===== config.mk =====
export PLATFORM = sky130hd
export DESIGN_NAME = serial_adder
export DESIGN_NICKNAME = d
export VERILOG_FILES = /design/src/rtl/serial_adder.sv
export SDC_FILE = /design/constraint.sdc
export NUM_CORES = 1
export LEC_CHECK = 0
export CAP_MARGIN = 20
export CORE_UTILIZATION = 35
export DETAILED_ROUTE_END_ITERATION = 10
export DONT_BUFFER_PORTS = 1
export PLACE_DENSITY_LB_ADDON = 0.1
export SYNTH_ARGS = -nofsm -noshare
export SYNTH_HDL_FRONTEND = slang
export SYNTH_SLANG_ARGS = --single-unit

===== constraint.sdc =====
create_clock -name clk -period 1.3 [get_ports clk]
set_input_delay 0.26 -clock clk [delete_from_list [all_inputs] [get_ports clk]]
set_output_delay 0.26 -clock clk [all_outputs]
set_load 0.005 [all_outputs]

===== src/rtl/serial_adder.sv =====
// serial_adder: bit-serial LSB-first adder with valid/ready handshakes on both sides
module half_adder (
  input  logic x,
  input  logic y,
  output logic s,
  output logic c
);
  assign s = x ^ y;
  assign c = x & y;
endmodule

module full_adder (
  input  logic x,
  input  logic y,
  input  logic ci,
  output logic s,
  output logic co
);
  logic s0, c0, c1;
  half_adder h0 (.x(x), .y(y), .s(s0), .c(c0));
  half_adder h1 (.x(s0), .y(ci), .s(s), .c(c1));
  assign co = c0 | c1;
endmodule

module serial_adder #(
  parameter int WIDTH = 8
) (
  input  logic             clk,
  input  logic             rst,
  input  logic             in_valid,
  output logic             in_ready,
  input  logic [WIDTH-1:0] a,
  input  logic [WIDTH-1:0] b,
  input  logic             c_in,
  output logic             out_valid,
  input  logic             out_ready,
  output logic [WIDTH-1:0] sum,
  output logic             c_out,
  output logic             busy
);
  localparam int CW = $clog2(WIDTH + 1);
  typedef enum logic [1:0] {IDLE, RUN, DONE} state_t;
  state_t state, state_next;
  logic [WIDTH-1:0] a_q, b_q, sum_q, sum_next;
  logic [CW-1:0] cnt;
  logic c_q, s, c_next, last;
  full_adder fa (.x(a_q[0]), .y(b_q[0]), .ci(c_q), .s(s), .co(c_next));
  assign last = cnt == CW'(WIDTH - 1);
  always_comb begin
    state_next = state;
    case (state)
      IDLE:    state_next = in_valid ? RUN : IDLE;
      RUN:     state_next = last ? DONE : RUN;
      DONE:    state_next = out_ready ? IDLE : DONE;
      default: state_next = IDLE;
    endcase
  end
  // New sum bit enters at the MSB so the LSB-first result lands aligned after WIDTH shifts.
  always_comb begin
    sum_next = sum_q >> 1;
    sum_next[WIDTH-1] = s;
  end
  always_ff @(posedge clk or posedge rst)
    if (rst) state <= IDLE;
    else state <= state_next;
  always_ff @(posedge clk or posedge rst)
    if (rst) begin
      a_q   <= '0;
      b_q   <= '0;
      sum_q <= '0;
      c_q   <= 1'b0;
      cnt   <= '0;
    end else if (state == IDLE && in_valid) begin
      a_q   <= a;
      b_q   <= b;
      sum_q <= '0;
      c_q   <= c_in;
      cnt   <= '0;
    end else if (state == RUN) begin
      a_q   <= a_q >> 1;
      b_q   <= b_q >> 1;
      sum_q <= sum_next;
      c_q   <= c_next;
      cnt   <= cnt + 1'b1;
    end
  assign in_ready  = state == IDLE;
  assign out_valid = state == DONE;
  assign busy      = state != IDLE;
  assign sum       = sum_q;
  assign c_out     = c_q;
endmodule


After elaboration in Yosys (flattened, before gate mapping):

Index checks and enable logic that the tools add are counted.

* equality and inequality tests: 3
* $add $sub $neg: 1
* multiplexer cells: 14
* reductions and logical operators: 4
* bitwise gates (word level): 5

Operators with widths (number)
* $mux W8: 6
* $mux W4: 2
* $pmux W2 S3: 1
* $add A4 B1 Y4 const B: 1
* $eq A4 B3 Y1 const B: 1
* $mux W2: 2
* $reduce_bool A2 Y1: 2
* $mux W1: 3
* $and A1 B1 Y1: 2
* $eq A2 B1 Y1 const B: 1
* $eq A2 B2 Y1 const B: 1
* $logic_not A2 Y1: 1
* $xor A1 B1 Y1: 2
* $logic_and A1 B1 Y1: 1
* $or A1 B1 Y1: 1

* word-level logic and storage cells: 33
* input bits: 21
* output and inout bits: 12
* register bits after elaboration: 31

Longest topological paths before layout:

Gate-level depths: netlist of run 1.

* word-level depth: 5
* gate-level depth with buffers: 5
* mapped depth without buffers: 4

Modules after synthesis:

A second synthesis of run 1 with hierarchy kept.

* cells, all modules: 144
* area total of the unflattened synthesis: 1368.8 sq um

Modules (own cells, without submodules)
* serial_adder: area an instance 1337.5 sq um, sequential area each 775.7 sq um, cells each 141, instances 1
* half_adder: area an instance 12.5 sq um, sequential area each 0.0 sq um, cells each 1, instances 2
* full_adder: area an instance 6.3 sq um, sequential area each 0.0 sq um, cells each 1, instances 1

Worst setup path after synthesis of run 1:

No wires, ideal clock.

* path kind: reg-to-reg
* start point: register state[0]
* end point: register b_q[4]
* buffers on the path: 2
* data required time: 1176 ps
* stages on the path, launching flop included: 6
* arrival: 1013 ps
* setup slack: 163 ps
* setup time: 124 ps
* period minus slack after synthesis: 1137 ps
* cell sequence: dfrtp_1 > nor2b_1 > buf_2 > buf_2 > a22oi_1 > nand2_1

* longest elaborated chain between the ends: 3
* elaborated cells between the ends (all ways): 5
* those cells by class: eq/ne (1); mux (1); reduce/logical (3)

RTL lines
* start: declaration: line 43 `state_t state, state_next;`
* start signal: assignment: line 65 `else state <= state_next;`
* $logic_not A2 Y1: line 73 `end else if (state == IDLE && in_valid) begin`
* $logic_and A1 B1 Y1: line 73
* $mux W8 or $reduce_bool A2 Y1 (tied branches)
* end signal: assignment: line 81 `b_q <= b_q >> 1;`
* end: declaration: line 44 `logic [WIDTH-1:0] a_q, b_q, sum_q, sum_next;`

Parallel ways exist; a longest one is shown, timed or not.
A chain may end at the register's enable or synchronous reset.

Final worst setup path of run 1:

* start point: register state[0]
* end point: output in_ready

* longest elaborated chain between the ends: 1

RTL lines
* $logic_not A2 Y1: line 86 `assign in_ready = state == IDLE;`
* end: declaration: line 31 `output logic in_ready,`

No other way between the ends.

==> results of run 1 <==
layer usage:
| layer | track usage [%] | up-vias | share of wire [%] |
|---|---|---|---|
| met5 | 0 | - | 0 |
| met2 | 24.08 | 25 | 44 |
| met3 | 6.866 | 5 | 6.1 |
| met4 | 5.833 | 0 | 1.3 |
| met1 | 20.68 | 481 | 48 |
| li1 | - | 493 | - |
metrics by stage:
step                util (%)  hold slack, ps
global route           43.33           64.51
detailed placement     39.06           265.3
finish                 43.33           72.04
floorplan                  -           351.1
CTS                    42.09           58.32
global placement       39.06           256.3
cells in the final DEF (no fill, tap or decap), types with 2 or more instances in the layout:
master,n
a22oi_1,13
buf_4,6
buf_6,6
clkbuf_8,5
dfrtp_1,30
inv_1,5
mux2i_1,2
nand2_1,50
nand2b_1,3
o21ai_0,11
o21ai_1,2
where the power goes:
group          total (W)  switching [W]  internal, W
clock network   0.000677       0.000321     0.000356
logic            0.00142       0.000747     0.000674
registers        0.00167       0.000292      0.00137
total            0.00376        0.00136      0.00240
worst max-delay path: cells and delay by family (launching register included):
| kind | cells | cell delay [ps] |
|---|---|---|
| simple gates | 1 | 250 |
| buf+inv | 1 | 50 |
| flops | 1 | 440 |
kinds of logic (layout without fill, tap and decap cells):
logic type      after synthesis  after routing  share of synthesized area, %
buf+inv                      15             26                         5.397
fa+ha+maj                     2              2                         2.379
compound gates               32             32                         15.37
flops                        31             31                         56.72
mux                           2              2                         1.464
simple gates                 60             60                         18.66
timing repair:
action | 4_1_cts | 5_1_grt
endpoints found under the hold margin | 31 | 0
endpoints found under the setup margin | 2 | 24
gates resized for setup | 4 | 11
hold buffers | 1 | 0
buffers inserted | 2 | 1
pin swaps | 0 | 1
flip-flops by register name, indices dropped and copies added, names as in the netlist:
| signal | flops |
|---|---|
| state | 2 |
| c_out | 1 |
| a_q | 8 |
| b_q | 8 |
| cnt | 4 |
| sum | 8 |
worst paths after layout:
path | start | slack, ps | depth (start not counted) | to
max | state[0]$_DFF_PP0_ | 30 | 2 | in_ready
min | out_ready | 70 | 1 | state[1]$_DFF_PP0_
max reg2reg | state[0]$_DFF_PP0_ | 50 | 5 | a_q[3]$_DFFE_PP0P_
min reg2reg | a_q[1]$_DFFE_PP0P_ | 470 | 2 | a_q[1]$_DFFE_PP0P_
max in group asynchronous | rst | 490 | 3 | state[0]$_DFF_PP0_
min in group asynchronous | rst | 510 | 3 | b_q[1]$_DFFE_PP0P_
final cells by class:
class,instances,area (sq um)
Tap cell,48,60.06
Inverter,6,22.52
Timing Repair Buffer,14,142.6
Clock buffer,6,72.57
Multi-Input combinational cell,96,535.5
Fill cell,387,2106
Sequential cell,31,777.0
==> results.sh, run 1 <==
export IMPL_p_total_w=0.003764
export IMPL_port_buffers=0
export IMPL_finalSetupTns_ps=0
export IMPL_period_minus_slack_ps=1272
export IMPL_synth_top_area_share_pct=56.72
export IMPL_synth_ff_type="dfrtp_1"
export IMPL_drive_above_1_share_pct=16.34
export IMPL_grt_setup_unrepaired="true"
export IMPL_grt_start_max_net_pins=32
export IMPL_grt_pass1_wl_microns=4988
export IMPL_drtPass1Iterations=4
export IMPL_post_place_ws_ps=61.83
export IMPL_hold_viol=0
export IMPL_drtIter0Drc=44
export IMPL_cts_tree="yes"
export IMPL_die_area_sq_um=4162
export IMPL_place_inst=191
export IMPL_cts_sinks=31
export IMPL_finClkSkew_ps=1.232
export IMPL_crit_required_ps=1040
export IMPL_ant_nets=0
export IMPL_slew_headroom_pct=73.72
export IMPL_synth_area_sq_um=1368
export IMPL_async_reset_ff_share_pct=100.0
export IMPL_gp_congestion=0.7480
export IMPL_vias=1004
export IMPL_cts_root_buf="clkbuf_8"
export IMPL_ys_ff_latch=31
export IMPL_layoutNonFillerInstCount=201
export IMPL_critPathKind="reg -> out"
export IMPL_path_cells="or2_4, inv_2"
export IMPL_row_count=22
export IMPL_slowest_delay_ps=440
export IMPL_p_leak_nw=0.7829
export IMPL_status="finished clean"
export IMPL_vdd_ir_drop_max_mv=0.7783
export IMPL_final_area_sq_um=1610
export IMPL_crit_arrival_ps=1010
export IMPL_fin_ws_ps=28.06
export IMPL_yosys_warnings=0
export IMPL_syn_to_final_growth_pct=17.75
export IMPL_end_kind="primary output"
export IMPL_syn_area_per_cell_sq_um=9.631
export IMPL_synth_edf_count=0
export IMPL_num_antenna_cells=0
export IMPL_clockBufferDepth=2
export IMPL_drc=0
export IMPL_dpl_cell_area_sq_um=1451
export IMPL_grt_pass1_vias=1066
export IMPL_min_path_type="in -> reg"
export IMPL_initial_core_util_pct=36.80
export IMPL_ctsHtreeMaxLevel=2
export IMPL_pin_count=33
export IMPL_yosysMostFrequentCell="nand2_1"
export IMPL_post_drt_wl_per_cell_microns=14.19
export IMPL_clock_latency_ps=270
export IMPL_routed_wl_microns=2852
export IMPL_cp_max_fo=5
export IMPL_fmax_mhz=786.2
export IMPL_period_share_pct=97.84
export IMPL_setup_viol=0
export IMPL_synth_top_area_cell="dfrtp_1"
export IMPL_die_h_microns=64.51
export IMPL_fin_nets=177
export IMPL_chipWidth_microns=64.51
export IMPL_clk_pin_slew_worst_paths_ps=60
export IMPL_synthCells=142
export IMPL_place_hpwl_microns=1958
export IMPL_vias_per_cell=4.995
export IMPL_netlist_top_cells_count="nand2_1 (50), dfrtp_1 (31), a22oi_1 (13), o21ai_0 (13), inv_1 (6)"
export IMPL_synth_distinct_cells=23
export IMPL_core_area_sq_um=3716
export IMPL_worst_setup_path_start_kind="flip-flop"
export IMPL_max_cap_viol_count=0
export IMPL_synth_seq_area_share_pct=56.72
export IMPL_grt_usage_pct=16.11
export IMPL_cpMaxStageDelayCell="dfrtp_2"
export IMPL_worst_pin_slew_ps=394.2
export IMPL_timing_final_max_slew_violations=0
export IMPL_antenna_found_initial=0
export IMPL_cts_made_buffers=5
export IMPL_p_per_area_nw_per_um2=2338
export IMPL_yosys_top_cells_area="dfrtp_1 (57%), nand2_1 (14%), a22oi_1 (7.1%), o21ai_0 (4.8%), buf_2 (1.8%)"
export IMPL_syn_nets=165
export IMPL_overflow=0
Note: power is estimated with default switching activity, not from simulation.
==> run 2: changes to the inputs <==
--- a/config.mk
+++ b/config.mk
@@ -5,11 +5,12 @@
 export SDC_FILE = /design/constraint.sdc
 export NUM_CORES = 1
 export LEC_CHECK = 0
-export CAP_MARGIN = 20
+export CAP_MARGIN = 15
 export CORE_UTILIZATION = 35
 export DETAILED_ROUTE_END_ITERATION = 10
 export DONT_BUFFER_PORTS = 1
 export PLACE_DENSITY_LB_ADDON = 0.1
+export SLEW_MARGIN = 20
 export SYNTH_ARGS = -nofsm -noshare
 export SYNTH_HDL_FRONTEND = slang
 export SYNTH_SLANG_ARGS = --single-unit
==> results of run 2 <==
Same layout as run 1: the final DEF is identical, and so are final timing and power.
==> run 3: changes to the inputs <==
==> constraint.sdc (replaced) <==
create_clock -name clk -period 1.55 [get_ports clk]
set_input_delay 0.31 -clock clk [delete_from_list [all_inputs] [get_ports clk]]
set_output_delay 0.31 -clock clk [all_outputs]
set_load 0.005 [all_outputs]
==> run 3 against run 2 <==
Sequential share of layout area rose by 2.9 points. The flow now finishes with violations (negative hold slack). Utilization decreased by 2.5 points. Routed wire length shrank 1.4%. Clock skew rose by 2.4 ps.
==> results.sh, run 3 (same netlist as run 1, synthesis figures left out) <==
export IMPL_status="finished with violations"
export IMPL_violations="negative hold slack"
export IMPL_worst_setup_path_start_kind="flip-flop"
export IMPL_cts_hold_buffers=0
export IMPL_die_area_sq_um=4162
export IMPL_core_area_sq_um=3716
export IMPL_grt_pass1_vias=1056
export IMPL_grt_setup_unrepaired="false"
export IMPL_worst_pin_slew_ps=397.9
export IMPL_layoutNonFillerInstCount=195
export IMPL_place_inst=188
export IMPL_cts_tree="yes"
export IMPL_slew_headroom_pct=73.47
export IMPL_hold_slack_ps=-0.02881
export IMPL_gp_congestion=0.6878
export IMPL_grt_start_max_net_pins=32
export IMPL_cts_made_buffers=5
export IMPL_overflow=0
export IMPL_final_common_cell="nand2_1"
export IMPL_routed_wl_microns=2813
export IMPL_clock_latency_ps=280
export IMPL_pin_count=33
export IMPL_period_minus_slack_ps=1412
export IMPL_cts_sinks=31
export IMPL_port_buffers=0
export IMPL_initial_core_util_pct=36.80
export IMPL_ant_nets=0
export IMPL_p_per_area_nw_per_um2=1975
export IMPL_ctsHtreeMaxLevel=2
export IMPL_cts_repair_resized=0
export IMPL_drive_above_1_share_pct=10.88
export IMPL_grt_pass1_wl_microns=5037
export IMPL_crit_required_ps=1240
export IMPL_row_count=22
export IMPL_min_path_type="in -> async"
export IMPL_fin_ws_ps=138.0
export IMPL_finalSetupTns_ps=0
export IMPL_post_place_ws_ps=286.6
export IMPL_clockBufferDepth=2
export IMPL_crit_arrival_ps=1100
export IMPL_cts_setup_buffers=0
export IMPL_multi_input_area_sq_um=518.0
export IMPL_vdd_ir_drop_max_mv=0.6666
export IMPL_clk_pin_slew_worst_paths_ps=70
export IMPL_drtPass1Iterations=4
export IMPL_postLayoutCoreUtil_pct=40.81
export IMPL_fin_nets=170
export IMPL_grt_usage_pct=16.40
export IMPL_die_h_microns=64.51
export IMPL_rr_worst_depth=4
export IMPL_vias_per_cell=5.072
export IMPL_max_cap_viol_count=0
export IMPL_antenna_found_initial=0
export IMPL_final_cell_mix="nand2_1 (50), dfrtp_1 (31), o21ai_0 (13), a22oi_1 (13), buf_4 (7)"
export IMPL_cp_max_fo=6
export IMPL_p_total_w=0.002996
export IMPL_cts_root_buf="clkbuf_8"
export IMPL_seq_area_sq_um=775.7
export IMPL_period_share_pct=91.10
export IMPL_nFillCells=366
export IMPL_place_hpwl_microns=1918
export IMPL_post_drt_wl_per_cell_microns=14.43
export IMPL_chipWidth_microns=64.51
export IMPL_timing_final_max_slew_violations=0
export IMPL_hold_viol=1
export IMPL_end_kind="primary output"
export IMPL_setup_viol=0
export IMPL_syn_to_final_growth_pct=10.89
export IMPL_vias=989
export IMPL_drtIter0Drc=34
export IMPL_critPathKind="reg -> out"
export IMPL_fmax_mhz=708.2
export IMPL_drc=0
export IMPL_num_antenna_cells=0
export IMPL_p_leak_nw=0.7414
export IMPL_finClkSkew_ps=3.584
run 3: area by class of cell:
type,instances,share of cell area [%]
inverters,6,1.485
well taps,48,3.960
multi-input cells,96,34.16
repair buffers,7,3.465
clock inverters,1,0.3300
clock buffers,6,5.446
flip-flops and latches,31,51.16
run 3: report_power, final:
group	leakage (nW)	switching [W]	internal, W
clock	0.0470	0.000284	0.000348
sequential	0.399	0.000254	0.00115
combinational	0.295	0.000557	0.000403
total	0.741	0.00109	0.00190
run 3: worst max-delay path, cell delays in order, from the launching register on:
cell	delay [ps]
dfrtp_1	420
or2_2	330
inv_1	70
run 3: worst paths after layout:
path	from	to	slack, ps
min in group clk	out_ready	state[1]$_DFF_PP0_	120
worst min register to register	a_q[1]$_DFFE_PP0P_	a_q[1]$_DFFE_PP0P_	480
worst max register to register	state[0]$_DFF_PP0_	b_q[3]$_DFFE_PP0P_	270
worst max-delay path	state[1]$_DFF_PP0_	in_ready	140
worst min-delay path	rst	c_out$_DFFE_PP0P_	-0.03
max in group asynchronous	rst	sum[0]$_DFFE_PP0P_	1260
run 3: routing by layer:
| metal | vias up | GRT usage [%] | wire length (microns) |
|---|---|---|---|
| met2 | 25 | 24.08 | 1277 |
| met4 | 0 | 8.333 | 28 |
| met1 | 481 | 20.74 | 1343 |
| met3 | 2 | 6.514 | 163 |
| li1 | 481 | - | - |
| met5 | - | 0 | 0 |
run 3: metrics by stage:
step                cell area [sq um]  hold slack, ps
floorplan                        1368           401.1
global route                     1516           33.53
CTS                              1516           7.099
global placement                 1429           306.3
detailed placement               1429           313.5
finish                           1516        -0.02881
